[src/rtl/z80_mem_bridge.sv]
`default_nettype none
// ============================================================================
// Module      : z80_mem_bridge
// Description : Bridges a tv80s-style Z80 bus to a simple req/ack memory
//               port. Each CPU bus cycle becomes one memory request. The CPU
//               is held with cpu_wait_n until the memory acknowledges, or
//               until a timeout sets the sticky bus_err flag.
//               Define Z80_BRIDGE_IO_EN to forward IO cycles to memory page
//               0x10xx. Without it, IO reads return 0xFF, IO writes are
//               dropped, and the CPU is not stalled.
// Revision    : 1.0  initial release
// ============================================================================
module z80_mem_bridge #(
  parameter int MIN_WAIT = 0,   // extra wait cycles after each mem_ack (0-15)
  parameter int TIMEOUT  = 255  // max cycles mem_req waits for mem_ack (1-255)
) (
  input  logic        clk,
  input  logic        reset_n,
  // tv80s bus
  input  logic [15:0] cpu_a,
  input  logic [7:0]  cpu_do,
  input  logic        cpu_mreq_n,
  input  logic        cpu_iorq_n,
  input  logic        cpu_rd_n,
  input  logic        cpu_wr_n,
  input  logic        cpu_m1_n,
  input  logic        cpu_rfsh_n,
  output logic [7:0]  cpu_di,
  output logic        cpu_wait_n,
  // memory side
  output logic        mem_req,
  output logic        mem_we,
  output logic [15:0] mem_addr,
  output logic [7:0]  mem_wdata,
  input  logic        mem_ack,
  input  logic [7:0]  mem_rdata,
  // status
  output logic        bus_err
);

  typedef enum logic [1:0] {
    S_IDLE  = 2'd0,
    S_REQ   = 2'd1,
    S_XWAIT = 2'd2,
    S_DONE  = 2'd3
  } state_t;

  // Terminal counts. The counter starts at 0, so the last cycle is N-1.
  localparam logic [7:0] TIMEOUT_LAST  = 8'(TIMEOUT - 1);
  localparam logic [7:0] MIN_WAIT_LAST = (MIN_WAIT > 0) ? 8'(MIN_WAIT - 1) : 8'd0;
  localparam bit         HAS_XWAIT     = (MIN_WAIT > 0);

  state_t      state;
  state_t      state_next;
  logic [7:0]  cnt;          // shared timeout / extra-wait counter

  logic        strobe;       // a read or write strobe is active
  logic        mem_start;    // memory access (refresh excluded)
  logic        io_start;     // IO access (interrupt acknowledge excluded)
  logic        inta;         // interrupt acknowledge cycle
  logic        start;        // access that produces a memory request
  logic        ff_load;      // cycle answered locally with 0xFF
  logic [15:0] start_addr;   // address to present for this access

  logic        busy;         // CPU must be stalled this cycle
  logic        take_ack;     // acknowledge accepted this cycle
  logic        timeout_hit;  // request abandoned this cycle

  // Bus cycle decode
  assign strobe    = !cpu_rd_n || !cpu_wr_n;
  assign mem_start = !cpu_mreq_n && cpu_rfsh_n && strobe;
  assign io_start  = !cpu_iorq_n && cpu_m1_n && strobe;
  assign inta      = !cpu_iorq_n && !cpu_m1_n;

`ifdef Z80_BRIDGE_IO_EN
  // IO cycles are forwarded into the 0x10xx window of memory space.
  assign start      = mem_start || io_start;
  assign start_addr = mem_start ? cpu_a : {8'h10, cpu_a[7:0]};
  assign ff_load    = inta;
`else
  // IO cycles never reach memory; reads see an idle (0xFF) bus.
  assign start      = mem_start;
  assign start_addr = cpu_a;
  assign ff_load    = inta || (io_start && !cpu_rd_n);
`endif

  // State register
  always_ff @(posedge clk) begin
    if (!reset_n) begin
      state <= S_IDLE;
    end else begin
      state <= state_next;
    end
  end

  // Next-state decode, handshake events and the combinational wait line
  always_comb begin
    state_next  = state;
    busy        = 1'b0;
    take_ack    = 1'b0;
    timeout_hit = 1'b0;
    case (state)
      S_IDLE: begin
        busy = start;
        if (start) begin
          state_next = S_REQ;
        end
      end
      S_REQ: begin
        busy = 1'b1;
        // An ack in the last allowed cycle still wins over the timeout.
        if (mem_ack && mem_req) begin
          take_ack   = 1'b1;
          state_next = HAS_XWAIT ? S_XWAIT : S_DONE;
        end else if (cnt == TIMEOUT_LAST) begin
          timeout_hit = 1'b1;
          state_next  = S_DONE;
        end
      end
      S_XWAIT: begin
        busy = 1'b1;
        if (cnt == MIN_WAIT_LAST) begin
          state_next = S_DONE;
        end
      end
      S_DONE: begin
        // Wait for the CPU to end its bus cycle so one cycle gives one request.
        if (cpu_mreq_n && cpu_iorq_n) begin
          state_next = S_IDLE;
        end
      end
      default: begin
        state_next = S_IDLE;
      end
    endcase
    cpu_wait_n = !reset_n || !busy;
  end

  // Request registers, read-data latch, counter and error flag
  always_ff @(posedge clk) begin
    if (!reset_n) begin
      mem_req   <= 1'b0;
      mem_we    <= 1'b0;
      mem_addr  <= 16'h0000;
      mem_wdata <= 8'h00;
      cpu_di    <= 8'hFF;
      bus_err   <= 1'b0;
      cnt       <= 8'd0;
    end else begin
      case (state)
        S_IDLE: begin
          cnt <= 8'd0;
          if (start) begin
            mem_req   <= 1'b1;
            mem_we    <= !cpu_wr_n;
            mem_addr  <= start_addr;
            mem_wdata <= cpu_do;
          end else if (ff_load) begin
            cpu_di <= 8'hFF;
          end
        end
        S_REQ: begin
          if (take_ack) begin
            mem_req <= 1'b0;
            cnt     <= 8'd0;
            if (!mem_we) begin
              cpu_di <= mem_rdata;
            end
          end else if (timeout_hit) begin
            mem_req <= 1'b0;
            bus_err <= 1'b1;
            cnt     <= 8'd0;
            if (!mem_we) begin
              cpu_di <= 8'hFF;
            end
          end else begin
            cnt <= cnt + 8'd1;
          end
        end
        S_XWAIT: begin
          cnt <= cnt + 8'd1;
        end
        S_DONE: begin
          cnt <= 8'd0;
        end
        default: begin
          cnt <= 8'd0;
        end
      endcase
    end
  end

endmodule
`default_nettype wire

[config.mk]
export PLATFORM = sky130hd
export DESIGN_NAME = z80_mem_bridge
export DESIGN_NICKNAME = d
export VERILOG_FILES = /design/src/rtl/z80_mem_bridge.sv
export SDC_FILE = /design/constraint.sdc
export NUM_CORES = 1
export LEC_CHECK = 0
export CAP_MARGIN = 20
export CORE_ASPECT_RATIO = 0.75
export CORE_MARGIN = 3
export CORE_UTILIZATION = 48
export CTS_BUF_LIST = sky130_fd_sc_hd__clkbuf_8
export DETAILED_ROUTE_END_ITERATION = 6
export PLACE_DENSITY = 0.87
export SYNTH_ARGS = -nofsm -noshare
export SYNTH_HDL_FRONTEND = slang
export SYNTH_SLANG_ARGS = --single-unit
[constraint.sdc]
create_clock -name clk -period 5.3 [get_ports clk]
set_input_delay 1.06 -clock clk [delete_from_list [all_inputs] [get_ports clk]]
set_output_delay 1.06 -clock clk [all_outputs]
set_load 0.01 [all_outputs]
# ---- After elaboration in Yosys (flattened, before gate mapping)
# Cells that the tools add are included.
dict set report totals {
  output_inout_bits 36
  register_bits 45
}
dict set report op_classes {
  bitwise_logic 1
  addsub 1
  eq_ne 13
  n_mux 26
  reduce_logical 28
}
# op n
set ops {}
lappend ops {{$mux 8} 8}
lappend ops {{$pmux 8 s3} 1}
lappend ops {{$pmux 8 s2} 1}
lappend ops {{$ne 3x3->1 const B} 4}
lappend ops {{$mux 2} 5}
lappend ops {{$ne 2x2->1 const B} 5}
lappend ops {{$add 8x1->8 const B} 1}
lappend ops {{$eq 8x8->1 const B} 1}
lappend ops {{$logic_and 1x1->1} 8}
lappend ops {{$logic_not 8->1} 1}
lappend ops {{$mux 1} 8}
lappend ops {{$pmux 2 s4} 1}
lappend ops {{$logic_not 1->1} 7}
lappend ops {{$reduce_and 3->1} 2}
lappend ops {{$reduce_and 6->1} 1}
lappend ops {{$eq 2x2->1 const B} 2}
lappend ops {{$pmux 1 s2} 2}
lappend ops {{$reduce_and 4->1} 1}
lappend ops {{$reduce_or 2->1} 2}
lappend ops {{$logic_or 1x1->1} 3}
lappend ops {{$eq 2x1->1 const B} 1}
lappend ops {{$logic_not 2->1} 1}
lappend ops {{$reduce_and 2->1} 1}
lappend ops {{$reduce_bool 2->1} 1}
lappend ops {{$not 1->1} 1}

# ---- Longest topological paths before layout
# Gate-level depths: netlist of run 1.
dict set report depth {
  ltp_word 8
  depth_mapped 8
  depth_no_buf 7
}

# ---- Least setup slack after synthesis of run 1
# No wires, ideal clock.
dict set report synth_path {
  path_type {input to output}
  from {input port cpu_wr_n}
  to {output port cpu_wait_n}
  path_buffers 2
  required_time_ns 4.240
  path_stages 5
  t_arrival_ns 2.025
  path_slack_ns 2.215
  cell_sequence {nand2_1 -> and4_1 -> clkbuf_1 -> clkbuf_1 -> o21ai_0}
}
dict set report synth_between {
  elab_chain_cells 6
}
# item line_no
set synth_rtl {}
lappend synth_rtl {{start, declared} 25} ;# input logic cpu_wr_n,
lappend synth_rtl {{$logic_not 1->1} 70} ;# assign strobe = !cpu_rd_n || !cpu_wr_n;
lappend synth_rtl {{$logic_or 1x1->1} 70}
lappend synth_rtl {{$logic_and 1x1->1} 71} ;# assign mem_start = !cpu_mreq_n && cpu_rfsh_n && strobe;
lappend synth_rtl {{$pmux 1 s2} 102} ;# case (state)
lappend synth_rtl {{$logic_not 1->1} 136} ;# cpu_wait_n = !reset_n || !busy;
lappend synth_rtl {{$logic_or 1x1->1} 136}
lappend synth_rtl {{end, declared} 29} ;# output logic cpu_wait_n,
# Every way passes these cells.

# ---- Worst setup path in the final report of run 1
# Same ends and word-level chain as after synthesis.

==> impl_results.md, run 1 <==
- Met3 global-route usage: 0.0706
- Initial DRC count: 99
- Die X: between 80 and 90 um
- Vias in the first global route: 1624
- Worst Path Required: about 4.2 ns
- Ant. Diodes: 0
- Die ar.: 4960 um^2
- Netlist cell types: 34
- Synth Area in Compound Gates: 0.153
- Total core area: 3830 um^2
- Mapped cell area: 1990 um^2
- Initial antenna violation count: 0
- First drt pass iteration count: 4
- Max-cap violations: 0
- FFs w/ async S/R, synth: 0
- Die Ht: 61.8 um
- Largest net degree at the start of global routing: 43
- First-pass GRT wire length: 7230 um
- Fin. max-slew vios: 0
- R2r startpoint: state[0]$_SDFFE_PN0P_
- Detailed Place HPWL: between 3000 and 4000 um
- Hold Crit Start: mem_wdata[5]$_SDFFE_PN0P_
- Register area: 901 um^2
- M1 GR Usage: 0.241
- Proportion of synthesized area in mux cells: 0.0403
- Layout filler cell count: a little under 300
- Share of the yosys chip area belonging to registers: 0.453
- Synth Area in Simple Gates: 0.228
- Final min period: between 3 and 4 ns
- Post-DRT Antenna Nets: 0
- Number of synthesis warnings: 0
- GR peak layer: met2
- Post-CTS Setup Bufs: 0
- DRC violations left: 0
- Post-cts repair resize count: 0
- Multi-input gate area: between 1000 and 1500 um^2
- Leak Pwr: 1.13 nW
- Pre-CTS setup slack: 1.56 ns
- Worst slew pin tran: 0.457 ns
- Post-Synth XOR/XNOR Area: 0.0264
- Crit path arrival time: approximately 2.7 ns
- Clock-pin slew on the worst setup and hold paths: 0.08 ns
- Adder-Cell Fraction of Synth Area: 0.0566
- Mapped Nets: 280
- Worst hold path type: reg2reg
- Setup violations, final: 0
- Via-to-Cell Ratio: slightly below 5
- Share of cells above drive strength 1: 0.0556
- Port bufs: 76
- DR WL/cell: around 13 um
- Grt ovf: 0
- Final worst slack: between 1.5 and 2 ns
- Hold Fails Final Rpt: 0
- Max Clk Rate: 0.267 GHz
- Setup TNS: 0 ns
- Largest family of logic cells by synthesized area: simple AND/OR/NAND/NOR gates
- Max_slew headroom: 0.694
- Cell Rows: 19
- Final instance area: 2910 um^2
- TritonCTS Sinks: 45
- Area growth, synth to finish: 46.4%
- Flops & latches, synth: 45
- Placement Cell Area: 2780 um^2
- Hold_buf cts: 0
- Yosys top cell by area: dfxtp_1
- CTS max path bufs: 2
- WS Path Type: in2out
- All-Layer GR Usage: 0.193
- I/O Pins: 77
- Critical path origin: cpu_wr_n
- Synth top area cells: dfxtp_1 45%, nand2_1 11%, a21boi_0 5.7%, ha_1 5.7%, mux2i_1 4.0%
- Routed WL: 4680 um
- Final net count: approximately 360
- Run status: finished, final reports clean
- Synth Area per Inst: 8.65 um^2
- Vias: 1758
- Met2 usage: 0.316
- Worst-Skew Late Latency: 0.29 ns
- EDFF count, synth: 0
- Maximum VDD drop: 0.000249 V
- Startpoint Class: primary input
- H-tree depth: 2
- Placer Congestion: 0.834
- CP Capture Type: output port
- RSZ-0062 raised after global routing: no
- Starting Density: 0.520
- Final clock skew: 0.00334 ns
- Yosys top cell area share: 0.453
- Clock root buffer: clkbuf_8
- Cells after synthesis: between 200 and 250
- Ys flop type: dfxtp_1
- Pwr dens: around 330 nW/um^2
- CTS tree: done
- CTS buffer count: 5
- Max FO, Critical Path: 3
- Fin crit share: 0.706
[path summary, 6_finish.rpt]
kind | to | slack [ns] | cells after the start
worst max-delay path | cpu_wait_n | 1.56 | 5
worst min register to register | mem_wdata[5]$_SDFFE_PN0P_ | 0.45 | 2
worst max register to register | cpu_di[1]$_SDFFE_PN1P_ | 3.06 | 7
worst min-delay path | mem_wdata[5]$_SDFFE_PN0P_ | 0.45 | 2
[synthesized netlist by cell type, types with 2 or more instances]
library cell  number
nand2_1           56
dfxtp_1           45
nor2_1            19
a21boi_0          15
nor2b_1           11
a21boi_1           9
clkbuf_1           9
ha_1               9
inv_1              9
mux2i_1            8
nand3_1            8
o21ai_0            4
xnor2_1            3
xor2_1             3
a21oi_1            2
o21ai_1            2
[layer usage]
layer	routed length, um	part of all wire	up-vias
li1	-	-	901
met1	2090	0.45	790
met2	2210	0.47	62
met3	326	0.070	5
met4	59	0.013	0
met5	0	0	-
[metrics by stage]
step / hold WS, ns / power [W] / utilization / std cells
2_1_floorplan: 0.453 / 0.000589 / - / 230
3_3_place_gp: 0.441 / 0.000684 / 0.726 / 349
3_5_place_dp: 0.445 / 0.000691 / 0.726 / 349
4_1_cts: 0.457 / 0.000961 / 0.757 / 357
5_1_grt: 0.485 / 0.00102 / 0.761 / 358
6_report: 0.455 / 0.000955 / 0.761 / 358
[critical path, stage by stage]
cell and delay, ns:
clkdlybuf4s50_1 0.48, nand2_1 0.11, and4_1 0.23, o21ai_0 0.22, clkdlybuf4s50_1 0.58
[state kept, by name, indices dropped and copies added (netlist names)]
register   count
bus_err        1
mem_we         1
mem_addr      16
mem_wdata      8
mem_req        1
cpu_di         8
state          2
cnt            8
[layout by cell type, fill, tap and decap left out]
| cell | synthesis | routed |
|---|---|---|
| clkdlybuf4s50_1 | 0 | 76 |
| nand2_1 | 56 | 56 |
| dfxtp_1 | 45 | 45 |
| nor2_1 | 19 | 19 |
| a21boi_0 | 15 | 15 |
| nor2b_1 | 11 | 11 |
| inv_1 | 9 | 9 |
| a21boi_1 | 9 | 9 |
| ha_1 | 9 | 9 |
| nand3_1 | 8 | 8 |
| mux2i_1 | 8 | 8 |
| clkbuf_8 | 0 | 6 |
| o21ai_0 | 4 | 4 |
| xnor2_1 | 3 | 3 |
| xor2_1 | 3 | 3 |
| a21oi_1 | 2 | 2 |
| o21ai_1 | 2 | 2 |
| buf_4 | 1 | 2 |
| and4_1 | 1 | 1 |
| nand4_1 | 1 | 1 |
| nand4_2 | 1 | 1 |
| nor2_4 | 1 | 1 |
| o21a_2 | 1 | 1 |
| a221o_1 | 1 | 1 |
| a21o_1 | 1 | 1 |
| and3_2 | 1 | 1 |
| or4b_1 | 1 | 1 |
| o41ai_2 | 1 | 1 |
| a31o_2 | 1 | 1 |
| o2111ai_1 | 1 | 1 |
| nand2b_1 | 1 | 1 |
| o211ai_1 | 1 | 1 |
| o211a_1 | 1 | 1 |
| a31oi_1 | 1 | 1 |
| clkinvlp_4 | 0 | 1 |
| bufinv_16 | 0 | 1 |
| buf_8 | 0 | 1 |
[final cells by class]
cell class / count / share of cell area
Timing Repair Buffer: 79 / 0.271
Sequential cell: 45 / 0.309
Inverter: 9 / 0.0116
Clock inverter: 2 / 0.0129
Clock buffer: 6 / 0.0284
Tap cell: 52 / 0.0223
Multi-Input combinational cell: 165 / 0.344
[power by group]
part           internal (W)  switching [W]  leakage [nW]
Sequential         0.000368      0.0000260         0.365
Combinational      0.000145       0.000149         0.708
Clock              0.000153       0.000114        0.0574
Total              0.000666       0.000289          1.13
[logic make-up after synthesis]
kind of cell	Yosys count
AND/OR/NAND/NOR	101
buffers and inverters	20
XOR/XNOR	6
multiplexers	8
adder cells (fa/ha/maj)	9
flip-flops	45
AO/OA/AOI/OAI	41
Note: power is estimated with default switching activity, not from simulation.
==> run 2, diff against run 1 <==
--- a/config.mk
+++ b/config.mk
@@ -8,10 +8,10 @@
 export CAP_MARGIN = 20
 export CORE_ASPECT_RATIO = 0.75
 export CORE_MARGIN = 3
-export CORE_UTILIZATION = 48
+export CORE_UTILIZATION = 45
 export CTS_BUF_LIST = sky130_fd_sc_hd__clkbuf_8
 export DETAILED_ROUTE_END_ITERATION = 6
-export PLACE_DENSITY = 0.87
+export PLACE_DENSITY = 0.82
 export SYNTH_ARGS = -nofsm -noshare
 export SYNTH_HDL_FRONTEND = slang
 export SYNTH_SLANG_ARGS = --single-unit
==> constraint.sdc (replaced) <==
create_clock -name clk -period 3.75 [get_ports clk]
set_input_delay 0.75 -clock clk [delete_from_list [all_inputs] [get_ports clk]]
set_output_delay 0.75 -clock clk [all_outputs]
set_load 0.01 [all_outputs]
==> impl_results.md, run 2 (same netlist as run 1, synthesis figures left out) <==
- Most frequent cells in the layout: 76 x clkdlybuf4s50_1, 56 x nand2_1, 45 x dfxtp_1
- Placed insts: about 350
- Die Ht: 63.6 um
- Initial antenna violation count: 0
- CTS max path bufs: 2
- Share of cells above drive strength 1: 0.0556
- Starting Density: 0.479
- Finished Layout Cells: 361
- Crit path arrival time: 2.33 ns
- Worst Path Required: about 3.0 ns
- DRC violations left: 0
- Clock-pin slew on the worst setup and hold paths: roughly 0.080 ns
- Max Clk Rate: 0.325 GHz
- Vias: 1761
- Largest Register: mem_addr
- TritonCTS Sinks: 45
- DR WL/cell: roughly 13 um
- Run status: finished, final reports clean
- Pwr dens: 445 nW/um^2
- Initial DRC count: 79
- Post-cts repair resize count: 0
- Final hold slack: about 0.45 ns
- Setup violations, final: 0
- Final min period: 3.08 ns
- Largest net degree at the start of global routing: 42
- Startpoint Class: primary input
- Layout filler cell count: between 300 and 400
- Cell Rows: 20
- Comb power frac: 0.324
- Total core area: 4150 um^2
- Net Sw Frac: 0.321
- Fin. max-slew vios: 0
- First drt pass iteration count: 4
- Worst hold path type: reg2reg
- Maximum VDD drop: slightly above 0.0003 V
- Hold_buf cts: 0
- All-Layer GR Usage: 0.190
- CP Capture Type: output port
- Via-to-Cell Ratio: between 4 and 5
- Placer Congestion: between 0.8 and 0.9
- Max_slew headroom: 0.679
- Post-DRT Antenna Nets: 0
- Max FO, Critical Path: 3
- Finished Core Util: 0.695
- Fin crit share: 0.821
- Hold Fails Final Rpt: 0
- Worst-Skew Late Latency: 0.30 ns
- Setup TNS: 0 ns
- Total power: 0.00129 W
- Die X: roughly 83 um
- Routed WL: 4760 um
- Post-CTS Setup Bufs: 0
- CTS tree: done
- Max-cap violations: 0
- Grt ovf: 0
- Register area: about 900 um^2
- Worst slew pin tran: around 0.48 ns
- Clock network fraction of design power: 0.242
- Leak Pwr: 1.12 nW
- Seq pwr share: 0.434
- Final net count: about 360
- CTS buffer count: 5
- Die ar.: ~5300 um^2
- Multi-input gate area: approximately 1000 um^2
- I/O Pins: 77
- Internal: a little under 0.0009 W
- H-tree depth: 2
- First-pass GRT wire length: 7820 um
- Area growth, synth to finish: 45.0%
- RSZ-0062 raised after global routing: no
- Clock root buffer: clkbuf_8
- Port bufs: 76
- Ant. Diodes: 0
- Most common cell after layout, fill and taps aside: clkdlybuf4s50_1
- Final clock skew: 0.00791 ns
- Max reg flops: 16
- Vias in the first global route: 1718
- P_sw: approximately 0.00041 W
- WS Path Type: in2out
- Detailed Place HPWL: around 3400 um
## run 2: cell types whose count changed in the layout (fill, tap and decap cells not counted)
cell and change:
buf_4 +1, buf_8 -1, bufinv_16 -1, clkinv_2 +1
clkinv_4 +1, clkinvlp_4 -1
## run 2: power by group through the flow
stage,logic [W],clock network [W],registers [W]
6_report,0.000416,0.000311,0.000558
5_1_grt,0.000460,0.000342,0.000563
4_1_cts,0.000418,0.000319,0.000557
3_5_place_dp,0.000415,0,0.000568
3_3_place_gp,0.000409,0,0.000564
2_1_floorplan,0.000259,0,0.000573
## run 2: metal layers
layer  vias up  GRT usage  routed length [um]  part of all wire
met5         -          0                   0                 0
met4         0     0.0653                  76             0.016
met2        51      0.304                2200              0.46
li1        902          -                   -                 -
met3        11     0.0500                 309             0.065
met1       797      0.244                2180              0.46
## run 2: cell type report
type	count	area share
clock buffers	6	0.0286
well taps	55	0.0239
repair buffers	79	0.271
flip-flops and latches	45	0.312
inverters	9	0.0117
clock inverters	2	0.00477
multi-input cells	165	0.347
## run 2: worst max-delay path: stages
cell and delay, ns:
clkdlybuf4s50_1 0.48, nand2_1 0.09, and4_1 0.22, o21ai_0 0.21, clkdlybuf4s50_1 0.58
## run 2: path summary, 6_finish.rpt
path	from	endpoint	slack (ns)	cells past startpoint
hold / removal	mem_addr[12]$_SDFFE_PN0P_	mem_addr[12]$_SDFFE_PN0P_	0.45	2
hold reg to reg	mem_addr[12]$_SDFFE_PN0P_	mem_addr[12]$_SDFFE_PN0P_	0.45	2
setup / recovery	cpu_wr_n	cpu_wait_n	0.67	5
setup reg to reg	cnt[0]$_SDFF_PN0_	cpu_di[2]$_SDFFE_PN1P_	1.87	7
## run 2: through the flow
| step | worst slack, ns | instance area (um^2) |
|---|---|---|
| global route | 0.608 | 2890 |
| finish | 0.670 | 2890 |
| floorplan | 1.28 | 1990 |
| detailed placement | 0.652 | 2790 |
| CTS | 0.648 | 2890 |
| global placement | 0.652 | 2790 |
